--- config.mk ---
export PLATFORM = sky130hd
export DESIGN_NAME = sprite_line_scheduler_flat
export DESIGN_NICKNAME = d
export VERILOG_FILES = /design/src/rtl/sprite_line_scheduler_if.sv /design/src/rtl/sprite_line_scheduler.sv /design/src/flat_wrapper.sv
export SDC_FILE = /design/constraint.sdc
export NUM_CORES = 1
export LEC_CHECK = 0
export BUFFER_PORTS_ARGS = -buffer_cell sky130_fd_sc_hd__buf_2
export CAP_MARGIN = 20
export CORE_AREA = 3 3 172 208
export CTS_CLUSTER_DIAMETER = 60
export DETAILED_ROUTE_END_ITERATION = 8
export DIE_AREA = 0 0 175 211
export PLACE_DENSITY = 0.59
export SETUP_SLACK_MARGIN = 0.15
export SLEW_MARGIN = 5
export SYNTH_ARGS = -nofsm -noshare
export SYNTH_HDL_FRONTEND = slang
export SYNTH_SLANG_ARGS = --single-unit
--- constraint.sdc ---
create_clock -name i_Clk -period 10 [get_ports i_Clk]
set_input_delay 2 -clock i_Clk [delete_from_list [all_inputs] [get_ports i_Clk]]
set_output_delay 2 -clock i_Clk [all_outputs]
set_load 0.03 [all_outputs]
--- src/rtl/sprite_line_scheduler_if.sv ---
// Bundle of the scheduler's control, attribute-table, sprite-ROM and
// line-RAM signals. The slave modport is the scheduler's view; the master
// modport is the view of whatever drives it (CPU side, ROM, sequencer).
interface sprite_line_scheduler_if #(
    parameter int IDX_W = 3
);
    logic             line_start;
    logic [9:0]       next_row;
    logic             buf_sel;
    logic             attr_we;
    logic [IDX_W-1:0] attr_addr;
    logic [26:0]      attr_wdata;
    logic [5:0]       rom_sprite;
    logic [2:0]       rom_row;
    logic [2:0]       rom_col;
    logic [1:0]       rom_pixel;
    logic             lr_write;
    logic [10:0]      lr_addr;
    logic [1:0]       lr_data;
    logic             busy;
    logic             done;
    logic             overflow;

    modport slave (
        input  line_start, next_row, buf_sel, attr_we, attr_addr, attr_wdata, rom_pixel,
        output rom_sprite, rom_row, rom_col, lr_write, lr_addr, lr_data, busy, done, overflow
    );

    modport master (
        output line_start, next_row, buf_sel, attr_we, attr_addr, attr_wdata, rom_pixel,
        input  rom_sprite, rom_row, rom_col, lr_write, lr_addr, lr_data, busy, done, overflow
    );
endinterface

--- src/rtl/sprite_line_scheduler.sv ---
// Sprite scanline builder: on each line_start it clears one half of the
// ping-pong line RAM, walks the sprite attribute table in index order and
// renders up to MAX_PER_LINE sprites that intersect the captured row.
// Later table entries paint over earlier ones; ROM pixel 0 is transparent.
module sprite_line_scheduler #(
    parameter int NUM_SPRITES  = 8,
    parameter int IDX_W        = 3,
    parameter int MAX_PER_LINE = 4
) (
    input  logic i_Clk,
    input  logic reset,
    sprite_line_scheduler_if.slave bus
);
    localparam int               CNT_W    = $clog2(MAX_PER_LINE + 1);
    localparam logic [IDX_W-1:0] LAST_IDX = IDX_W'(NUM_SPRITES - 1);
    localparam logic [CNT_W-1:0] MAX_CNT  = CNT_W'(MAX_PER_LINE);

    typedef enum logic [2:0] {
        ST_IDLE  = 3'd0,
        ST_CLEAR = 3'd1,
        ST_SCAN  = 3'd2,
        ST_FETCH = 3'd3,
        ST_DRAIN = 3'd4
    } state_t;

    state_t           state_q, state_d;
    logic [26:0]      attr_q [NUM_SPRITES];
    logic [26:0]      attr_d [NUM_SPRITES];
    logic [9:0]       row_q, row_d;
    logic             buf_q, buf_d;
    logic [7:0]       k_q, k_d;          // clear address in CLEAR, column in FETCH/DRAIN
    logic [IDX_W-1:0] idx_q, idx_d;
    logic [CNT_W-1:0] cnt_q, cnt_d;
    logic [5:0]       num_q, num_d;
    logic [2:0]       dyr_q, dyr_d;
    logic [7:0]       xb_q, xb_d;
    logic [2:0]       rom_col_q, rom_col_d;
    logic             overflow_q, overflow_d;
    logic             busy_q, busy_d;
    logic             done_q, done_d;

    logic [26:0]      entry_s;
    logic [9:0]       dy_s;
    logic             hit_s;
    logic             lr_write_s;
    logic [10:0]      lr_addr_s;
    logic [1:0]       lr_data_s;
    logic [7:0]       pix_col_s;
    logic             unused_s;

    // Live attribute entry under the scan index and its row-intersection test.
    always_comb begin
        entry_s  = attr_q[idx_q];
        dy_s     = row_q - entry_s[19:10];
        hit_s    = entry_s[26] && (dy_s < 10'd16);
        unused_s = ^{entry_s[9], entry_s[0]};
    end

    // CPU write port into the attribute table, usable in any state.
    always_comb begin
        attr_d = attr_q;
        if (bus.attr_we) begin
            attr_d[bus.attr_addr] = bus.attr_wdata;
        end else begin
            attr_d = attr_q;
        end
    end

    // Build sequencer: next state, counters, latched sprite and status flags.
    always_comb begin
        state_d    = state_q;
        row_d      = row_q;
        buf_d      = buf_q;
        k_d        = k_q;
        idx_d      = idx_q;
        cnt_d      = cnt_q;
        num_d      = num_q;
        dyr_d      = dyr_q;
        xb_d       = xb_q;
        rom_col_d  = rom_col_q;
        overflow_d = overflow_q;
        done_d     = 1'b0;

        case (state_q)
            ST_IDLE: begin
                state_d = ST_IDLE;
            end
            ST_CLEAR: begin
                if (k_q == 8'd255) begin
                    state_d = ST_SCAN;
                    idx_d   = '0;
                    k_d     = 8'd0;
                end else begin
                    k_d = k_q + 8'd1;
                end
            end
            ST_SCAN: begin
                if (hit_s && (cnt_q < MAX_CNT)) begin
                    num_d     = entry_s[25:20];
                    dyr_d     = dy_s[3:1];
                    xb_d      = entry_s[8:1];
                    cnt_d     = cnt_q + CNT_W'(1);
                    k_d       = 8'd0;
                    rom_col_d = 3'd0;
                    state_d   = ST_FETCH;
                end else begin
                    if (hit_s) begin
                        overflow_d = 1'b1;
                    end else begin
                        overflow_d = overflow_q;
                    end
                    if (idx_q == LAST_IDX) begin
                        state_d = ST_IDLE;
                        done_d  = 1'b1;
                    end else begin
                        idx_d = idx_q + IDX_W'(1);
                    end
                end
            end
            ST_FETCH: begin
                // k runs 0..7 here and lands on 8 in DRAIN, so k-1 is always
                // the column whose pixel is arriving from the ROM.
                k_d = k_q + 8'd1;
                if (k_q[2:0] == 3'd7) begin
                    state_d = ST_DRAIN;
                end else begin
                    rom_col_d = k_q[2:0] + 3'd1;
                end
            end
            ST_DRAIN: begin
                if (idx_q == LAST_IDX) begin
                    state_d = ST_IDLE;
                    done_d  = 1'b1;
                end else begin
                    idx_d   = idx_q + IDX_W'(1);
                    state_d = ST_SCAN;
                end
            end
            default: begin
                state_d = ST_IDLE;
            end
        endcase

        // A new line always wins, including over a build still in flight.
        if (bus.line_start) begin
            state_d    = ST_CLEAR;
            row_d      = bus.next_row;
            buf_d      = bus.buf_sel;
            k_d        = 8'd0;
            idx_d      = '0;
            cnt_d      = '0;
            overflow_d = 1'b0;
            done_d     = 1'b0;
        end else begin
            row_d = row_d;
        end

        busy_d = (state_d != ST_IDLE);
    end

    // Line-RAM write port: clear sweep, then one cycle-late pixel writes.
    always_comb begin
        lr_write_s = 1'b0;
        lr_addr_s  = 11'd0;
        lr_data_s  = 2'd0;
        pix_col_s  = xb_q + (k_q - 8'd1);
        case (state_q)
            ST_CLEAR: begin
                lr_write_s = 1'b1;
                lr_addr_s  = {2'b00, buf_q, k_q};
                lr_data_s  = 2'd0;
            end
            ST_FETCH, ST_DRAIN: begin
                if ((state_q == ST_DRAIN) || (k_q != 8'd0)) begin
                    lr_write_s = (bus.rom_pixel != 2'd0);
                    lr_addr_s  = {2'b00, buf_q, pix_col_s};
                    lr_data_s  = bus.rom_pixel;
                end else begin
                    lr_write_s = 1'b0;
                end
            end
            default: begin
                lr_write_s = 1'b0;
            end
        endcase
    end

    // State and table registers with synchronous reset.
    always_ff @(posedge i_Clk) begin
        if (reset) begin
            state_q    <= ST_IDLE;
            attr_q     <= '{default: 27'd0};
            row_q      <= 10'd0;
            buf_q      <= 1'b0;
            k_q        <= 8'd0;
            idx_q      <= '0;
            cnt_q      <= '0;
            num_q      <= 6'd0;
            dyr_q      <= 3'd0;
            xb_q       <= 8'd0;
            rom_col_q  <= 3'd0;
            overflow_q <= 1'b0;
            busy_q     <= 1'b0;
            done_q     <= 1'b0;
        end else begin
            state_q    <= state_d;
            attr_q     <= attr_d;
            row_q      <= row_d;
            buf_q      <= buf_d;
            k_q        <= k_d;
            idx_q      <= idx_d;
            cnt_q      <= cnt_d;
            num_q      <= num_d;
            dyr_q      <= dyr_d;
            xb_q       <= xb_d;
            rom_col_q  <= rom_col_d;
            overflow_q <= overflow_d;
            busy_q     <= busy_d;
            done_q     <= done_d;
        end
    end

    assign bus.rom_sprite = num_q;
    assign bus.rom_row    = dyr_q;
    assign bus.rom_col    = rom_col_q;
    assign bus.lr_write   = lr_write_s;
    assign bus.lr_addr    = lr_addr_s;
    assign bus.lr_data    = lr_data_s;
    assign bus.busy       = busy_q;
    assign bus.done       = done_q;
    assign bus.overflow   = overflow_q;
endmodule

--- src/flat_wrapper.sv ---
// flat-port wrapper written by rule: the top's interface ports become plain ports
module sprite_line_scheduler_flat 
#(
    parameter int NUM_SPRITES  = 8,
    parameter int IDX_W        = 3,
    parameter int MAX_PER_LINE = 4
)
  (i_Clk, reset, bus_line_start, bus_next_row, bus_buf_sel, bus_attr_we, bus_attr_addr, bus_attr_wdata, bus_rom_pixel, bus_rom_sprite, bus_rom_row, bus_rom_col, bus_lr_write, bus_lr_addr, bus_lr_data, bus_busy, bus_done, bus_overflow);
  sprite_line_scheduler_if #(.IDX_W(IDX_W)) bus_i ();
  input  logic i_Clk;
  input  logic reset;
  input wire logic [$bits(bus_i.line_start)-1:0] bus_line_start;
  input wire logic [$bits(bus_i.next_row)-1:0] bus_next_row;
  input wire logic [$bits(bus_i.buf_sel)-1:0] bus_buf_sel;
  input wire logic [$bits(bus_i.attr_we)-1:0] bus_attr_we;
  input wire logic [$bits(bus_i.attr_addr)-1:0] bus_attr_addr;
  input wire logic [$bits(bus_i.attr_wdata)-1:0] bus_attr_wdata;
  input wire logic [$bits(bus_i.rom_pixel)-1:0] bus_rom_pixel;
  output wire logic [$bits(bus_i.rom_sprite)-1:0] bus_rom_sprite;
  output wire logic [$bits(bus_i.rom_row)-1:0] bus_rom_row;
  output wire logic [$bits(bus_i.rom_col)-1:0] bus_rom_col;
  output wire logic [$bits(bus_i.lr_write)-1:0] bus_lr_write;
  output wire logic [$bits(bus_i.lr_addr)-1:0] bus_lr_addr;
  output wire logic [$bits(bus_i.lr_data)-1:0] bus_lr_data;
  output wire logic [$bits(bus_i.busy)-1:0] bus_busy;
  output wire logic [$bits(bus_i.done)-1:0] bus_done;
  output wire logic [$bits(bus_i.overflow)-1:0] bus_overflow;
  assign bus_i.line_start = bus_line_start;
  assign bus_i.next_row = bus_next_row;
  assign bus_i.buf_sel = bus_buf_sel;
  assign bus_i.attr_we = bus_attr_we;
  assign bus_i.attr_addr = bus_attr_addr;
  assign bus_i.attr_wdata = bus_attr_wdata;
  assign bus_i.rom_pixel = bus_rom_pixel;
  assign bus_rom_sprite = bus_i.rom_sprite;
  assign bus_rom_row = bus_i.rom_row;
  assign bus_rom_col = bus_i.rom_col;
  assign bus_lr_write = bus_i.lr_write;
  assign bus_lr_addr = bus_i.lr_addr;
  assign bus_lr_data = bus_i.lr_data;
  assign bus_busy = bus_i.busy;
  assign bus_done = bus_i.done;
  assign bus_overflow = bus_i.overflow;
  sprite_line_scheduler #(.NUM_SPRITES(NUM_SPRITES), .IDX_W(IDX_W), .MAX_PER_LINE(MAX_PER_LINE)) u_core (.i_Clk(i_Clk), .reset(reset), .bus(bus_i));
endmodule
# After elaboration in Yosys (flattened, before gate mapping)

Cells that the tools add are included.
Widths: inputs -> output; s select.

$add $sub $neg: 7
Order comparisons: 5
Equality and inequality tests: 11
Mux-type cells: 32
Bitwise gates (word level): 3
Reductions and logical operators: 17

Operators with widths:

| kind                | count |
|---|---|
| $bwmux 216          | 1 |
| $bmux 27 s3         | 1 |
| $demux 27 s3        | 1 |
| $mux 27             | 3 |
| $mux 3              | 10 |
| $pmux 8 s3          | 1 |
| $pmux 11 s2         | 1 |
| $mux 8              | 2 |
| $pmux 3 s4          | 1 |
| $lt 10x5->1 const B | 1 |
| $sub 10x10->10      | 1 |
| $add 3x1->3 const B | 3 |
| $eq 3x3->1 const B  | 3 |
| $mux 9              | 1 |
| $pmux 3 s3          | 1 |
| $reduce_and 3->1    | 3 |
| $reduce_bool 3->1   | 3 |
| $add 8x1->8 const B | 1 |
| $add 8x8->8         | 1 |
| $eq 8x8->1 const B  | 1 |
| $ge 4x4->1 const B  | 2 |
| $not 3->4           | 2 |
| $reduce_bool 8->1   | 1 |
| $sub 8x1->8 const B | 1 |
| 16 further kinds    | 29 |

Register bits after elaboration: 267
Input port bits: 47
Output and inout bits: 29
Logic and storage cells: 96

# Logic depth before layout (Yosys ltp)

Depth after elaboration: 12
Mapped depth: 16
Depth with buffers taken out: 12

# Least setup slack after synthesis

OpenSTA, ideal clock, no wires.

Path type: input port to output port
Start point: input bus_rom_pixel[1]
End point: output bus_lr_write
Arrival: 2.752 ns
Data required time: 8.000 ns
Slack: 5.248 ns
Cell stages on the path: 2
Buffers on the path: 0
Cells stage by stage: and2_1 > or3_1

Cells in the longest elaborated chain, start to end: 3

Ends and longest elaborated chain:

| what              | RTL line                     | RTL |
|---|---|---|
| from (decl)       | flat_wrapper.sv:18           | `input wire logic [$bits(bus_i.rom_pixel)-1:0] bus_rom_pixel;` |
| $reduce_bool 2->1 | sprite_line_scheduler.sv:175 | `lr_write_s = (bus.rom_pixel != 2'd0);` |
| $mux 1            | sprite_line_scheduler.sv:174 | `if ((state_q == ST_DRAIN) \|\| (k_q != 8'd0)) begin` |
| $pmux 1 s2        | sprite_line_scheduler.sv:167 | `case (state_q)` |
| to (decl)         | flat_wrapper.sv:22           | `output wire logic [$bits(bus_i.lr_write)-1:0] bus_lr_write;` |

Every way passes these cells.

# Worst setup path after layout

Start point: register u_core.k_q[1]
End point: output bus_lr_addr[7]

Cells in the longest elaborated chain, start to end: 4
Elaborated cells on any way between the ends: 6
Those cells by class: add/sub: 2; mux: 2; reduce/logical: 2

Ends and longest elaborated chain:

| what                                                    | RTL line                                                   | RTL |
|---|---|---|
| from (decl)                                             | sprite_line_scheduler.sv:31                                | `logic [7:0] k_q, k_d;` |
| from (signal assigned)                                  | sprite_line_scheduler.sv:210                               | `k_q <= k_d;` |
| $sub 8x1->8 / $reduce_bool 8->1 (equally long branches) | sprite_line_scheduler.sv:166, sprite_line_scheduler.sv:174 |  |
| $add 8x8->8 / $logic_or 1x1->1 (equally long branches)  | sprite_line_scheduler.sv:166, sprite_line_scheduler.sv:174 |  |
| $mux 9 (*)                                              | sprite_line_scheduler.sv:174                               |  |
| $pmux 11 s2 (*)                                         | sprite_line_scheduler.sv:167                               |  |
| to (decl)                                               | flat_wrapper.sv:23                                         | `output wire logic [$bits(bus_i.lr_addr)-1:0] bus_lr_addr;` |

Every way passes the cells marked *; elsewhere a longest branch is shown, timed or not.

==> flow_metrics.tcl <==
set metrics [dict create \
    track_usage 0.171 \
    grt_pass1_vias 9248 \
    cts_buffers 30 \
    synth_edf_count 0 \
    avgRoutedWirePerCell_um 17.3 \
    start_util 0.349 \
    crit_type "reg2out" \
    ys.warnings.count 0 \
    gp_congestion 0.833 \
    crit_slowest_cell "dfxtp_1" \
    fin_tns_setup_ps 0 \
    p_leak_nw 4.89 \
    io_pins 76 \
    die_w_um 175 \
    syn_area_mm2 0.0118 \
    ys_types 63 \
    setup_violations 0 \
    hold_path.class "reg2reg" \
    fin_crit_sh 0.539 \
    skew_ps 22.1 \
    antenna_left 0 \
    async_reset_ff_frac 0 \
    coreArea_mm2 0.0339 \
    htree_levels 1 \
    cts_tree "yes" \
    vias 9678 \
    clk_pin_slew_ps 60 \
    cts_hold_buf 0 \
    maxSlewHeadroom 0.392 \
    end_kind "primary output" \
    cts_root_buf "clkbuf_16" \
    antenna_found_initial 4 \
    die_h_um 211 \
    fillers 3449 \
    drt-initial-drc-count 933 \
    syn_inst 1394 \
    wl_um 32500 \
    start_kind "register" \
    crit_path_max_fanout 4 \
    yosysSeqAreaShare 0.424 \
    die_area_mm2 0.0369 \
    hold_viol 0 \
    ir_drop_mv 0.113 \
    fmax_mhz 186 \
    grt_max_degree 87 \
    clk_latency_ps 550 \
    min_period_ps 5390 \
    dpl.hpwl_um 19100 \
    outcome "finished, final reports clean" \
    grt_overflow 0 \
    viasPerCell 5.16 \
    rsz0062_at_grt "no" \
    num_rows 74 \
    cts_sinks 251 \
    path_cells "inv_1, ha_1, inv_1, ha_1, fa_1, a21o_1, a21oi_1, o21bai_1, a21oi_1, xnor2_1, o22ai_1, a22o_1, buf_2" \
    drive_above_1_share 0.161 \
    postCtsSetupRepairBufs 0 \
    clockBufferDepth 3 \
    power_density_mw_per_mm2 177 \
    crit_required_ps 8000 \
    worstPathArrival_ps 3390 \
    hold_ws_ps 450 \
    grt_pass1_wl_um 51000 \
    port_buffers 71 \
    worst_pin_slew_ps 909 \
    synthToLayoutAreaGrowth_pct 14.6 \
    drt-pass1-iter-count 5 \
    drc 0 \
    drv_slew 0 \
    max_stage_delay_ps 410 \
    post_cts_resized 0 \
    synth_area_per_cell_um2 8.49 \
    synth_top_flop_cell "dfxtp_1" \
    max_cap_violations 0 \
    final_nets 1471 \
    ys_ff_latch 251 \
]
logic make-up (layout without fill, tap and decap cells):
logic type               count (synthesis)  in the layout  synth area share
other                                    1              3          0.000317
XOR/XNOR                                16             16            0.0141
adder cells (fa/ha/maj)                 29             29            0.0319
AO/OA/AOI/OAI                          267            267             0.127
multiplexers                           109            109             0.149
flip-flops                             251            251             0.424
buffers and inverters                  151            175            0.0540
AND/OR/NAND/NOR                        570            570             0.199
cells in the mapped netlist (3+ instances only):
cell,count,area share
and2_1,3,0.0016
o22ai_1,5,0.0026
nor3_1,8,0.0034
buf_6,3,0.0029
buf_1,9,0.0029
clkbuf_1,71,0.023
nand3_1,13,0.0055
a211oi_1,3,0.0019
a21o_1,6,0.0038
nor4b_1,3,0.0022
a31oi_1,3,0.0016
nand2b_1,7,0.0037
a22o_1,5,0.0037
nor3b_1,4,0.0025
xnor2_1,9,0.0067
inv_1,34,0.011
buf_2,6,0.0025
nor2b_1,16,0.0085
a32o_1,5,0.0042
o21ai_0,7,0.0030
nand2_1,427,0.14
a21oi_1,212,0.090
nor2_1,65,0.021
and3_1,6,0.0032
a31o_2,5,0.0037
mux4_2,49,0.093
buf_4,3,0.0019
dfxtp_1,251,0.42
mux2_2,4,0.0038
nand4_1,5,0.0026
clkbuf_2,25,0.011
mux2_4,12,0.015
mux2i_1,44,0.037
ha_1,27,0.029
xor2_1,5,0.0037
report_power, final:
group	switching (mW)	internal (mW)	leakage, nW	total (mW)
Sequential	0.0111	1.02	2.03	1.03
Clock	0.446	0.770	0.556	1.22
Combinational	0.104	0.0536	2.30	0.158
placed cells by master (no fill, tap or decap), types with 3 or more instances in the layout:
master     synthesis  final
a31oi_1            3      3
o22ai_1            5      5
nor2_4             0      6
nand2_1          427    427
and3_1             6      6
bufinv_16          0      6
xor2_1             5      5
buf_2              6     70
a22o_1             5      5
clkbuf_8           0      4
o21ai_0            7      7
clkinv_2           0      5
ha_1              27     27
mux2_2             4      4
clkbuf_1          71      3
dfxtp_1          251    248
a32o_1             5      5
a31o_2             5      5
inv_1             34     34
buf_4              3     14
mux4_2            49     49
a21o_1             6      6
nor2_1            65     59
a211oi_1           3      3
nor4b_1            3      3
nand2b_1           7      7
nand3_1           13     12
nor2b_1           16     16
nor3_1             8      6
clkbuf_16          0     32
mux2i_1           44     44
nor3b_1            4      4
xnor2_1            9      9
and2_1             3      3
a21oi_1          212    212
mux2_4            12     12
nand4_1            5      5
per-layer routing:
| metal | GRT usage | wire length, µm | part of all wire |
|---|---|---|---|
| met1 | 0.235 | 14700 | 0.45 |
| met2 | 0.286 | 15200 | 0.47 |
| met3 | 0.0288 | 1960 | 0.060 |
| met4 | 0.0374 | 549 | 0.017 |
| met5 | 0 | 43 | 0.0013 |
final timing paths:
kind | startpoint | end | slack, ps | cells after the start
min | u_core.attr_q[141] | u_core.attr_q[141] | 450 | 2
min reg2reg | u_core.attr_q[141] | u_core.attr_q[141] | 450 | 2
max reg2reg | u_core.idx_q[0] | u_core.xb_q[4] | 4910 | 11
max | u_core.k_q[1] | bus_lr_addr[7] | 4610 | 13
through the flow:
step / power (mW) / utilization / instance area [µm²] / instances / setup WS, ps
CTS: 2.43 / 0.400 / 13600 / 1875 / 4590
global placement: 1.21 / 0.367 / 12400 / 1819 / 4910
detailed placement: 1.21 / 0.367 / 12400 / 1819 / 4880
floorplan: 1.17 / - / 11800 / 1395 / 5250
finish: 2.41 / 0.400 / 13600 / 1876 / 4610
global route: 2.48 / 0.400 / 13600 / 1875 / 4420
worst max-delay path: cells and delay by family, from the launching register on:
kind	cells	cell delay, ps
flops	1	410
xor+xnor	1	190
compound gates	6	1010
fa+ha+maj	3	920
buf+inv	3	320
flip-flops by register name (all words and copies together), names as in the netlist:
| signal | cells |
|---|---|
| u_core.state_q | 3 |
| u_core.bus.rom_col | 3 |
| u_core.bus.done | 1 |
| u_core.xb_q | 8 |
| u_core.k_q | 8 |
| u_core.bus.rom_row | 3 |
| u_core.row_q | 10 |
| u_core.bus.busy | 1 |
| u_core.bus.rom_sprite | 6 |
| u_core.buf_q | 1 |
| u_core.idx_q | 3 |
| u_core.cnt_q | 3 |
| u_core.bus.overflow | 1 |
| u_core.attr_q | 200 |
cell type report:
| class | count | area (µm²) | share of cell area |
|---|---|---|---|
| clock buffer | 39 | 867 | 0.0639 |
| timing repair buffer | 85 | 467 | 0.0344 |
| antenna | 1 | 2.50 | 0.000184 |
| sequential | 251 | 5030 | 0.371 |
| inverter | 34 | 128 | 0.00941 |
| tap | 456 | 571 | 0.0421 |
| multi-input combinational | 993 | 6240 | 0.460 |
| clock inverter | 17 | 262 | 0.0193 |
(Power assumes the default switching activity.)
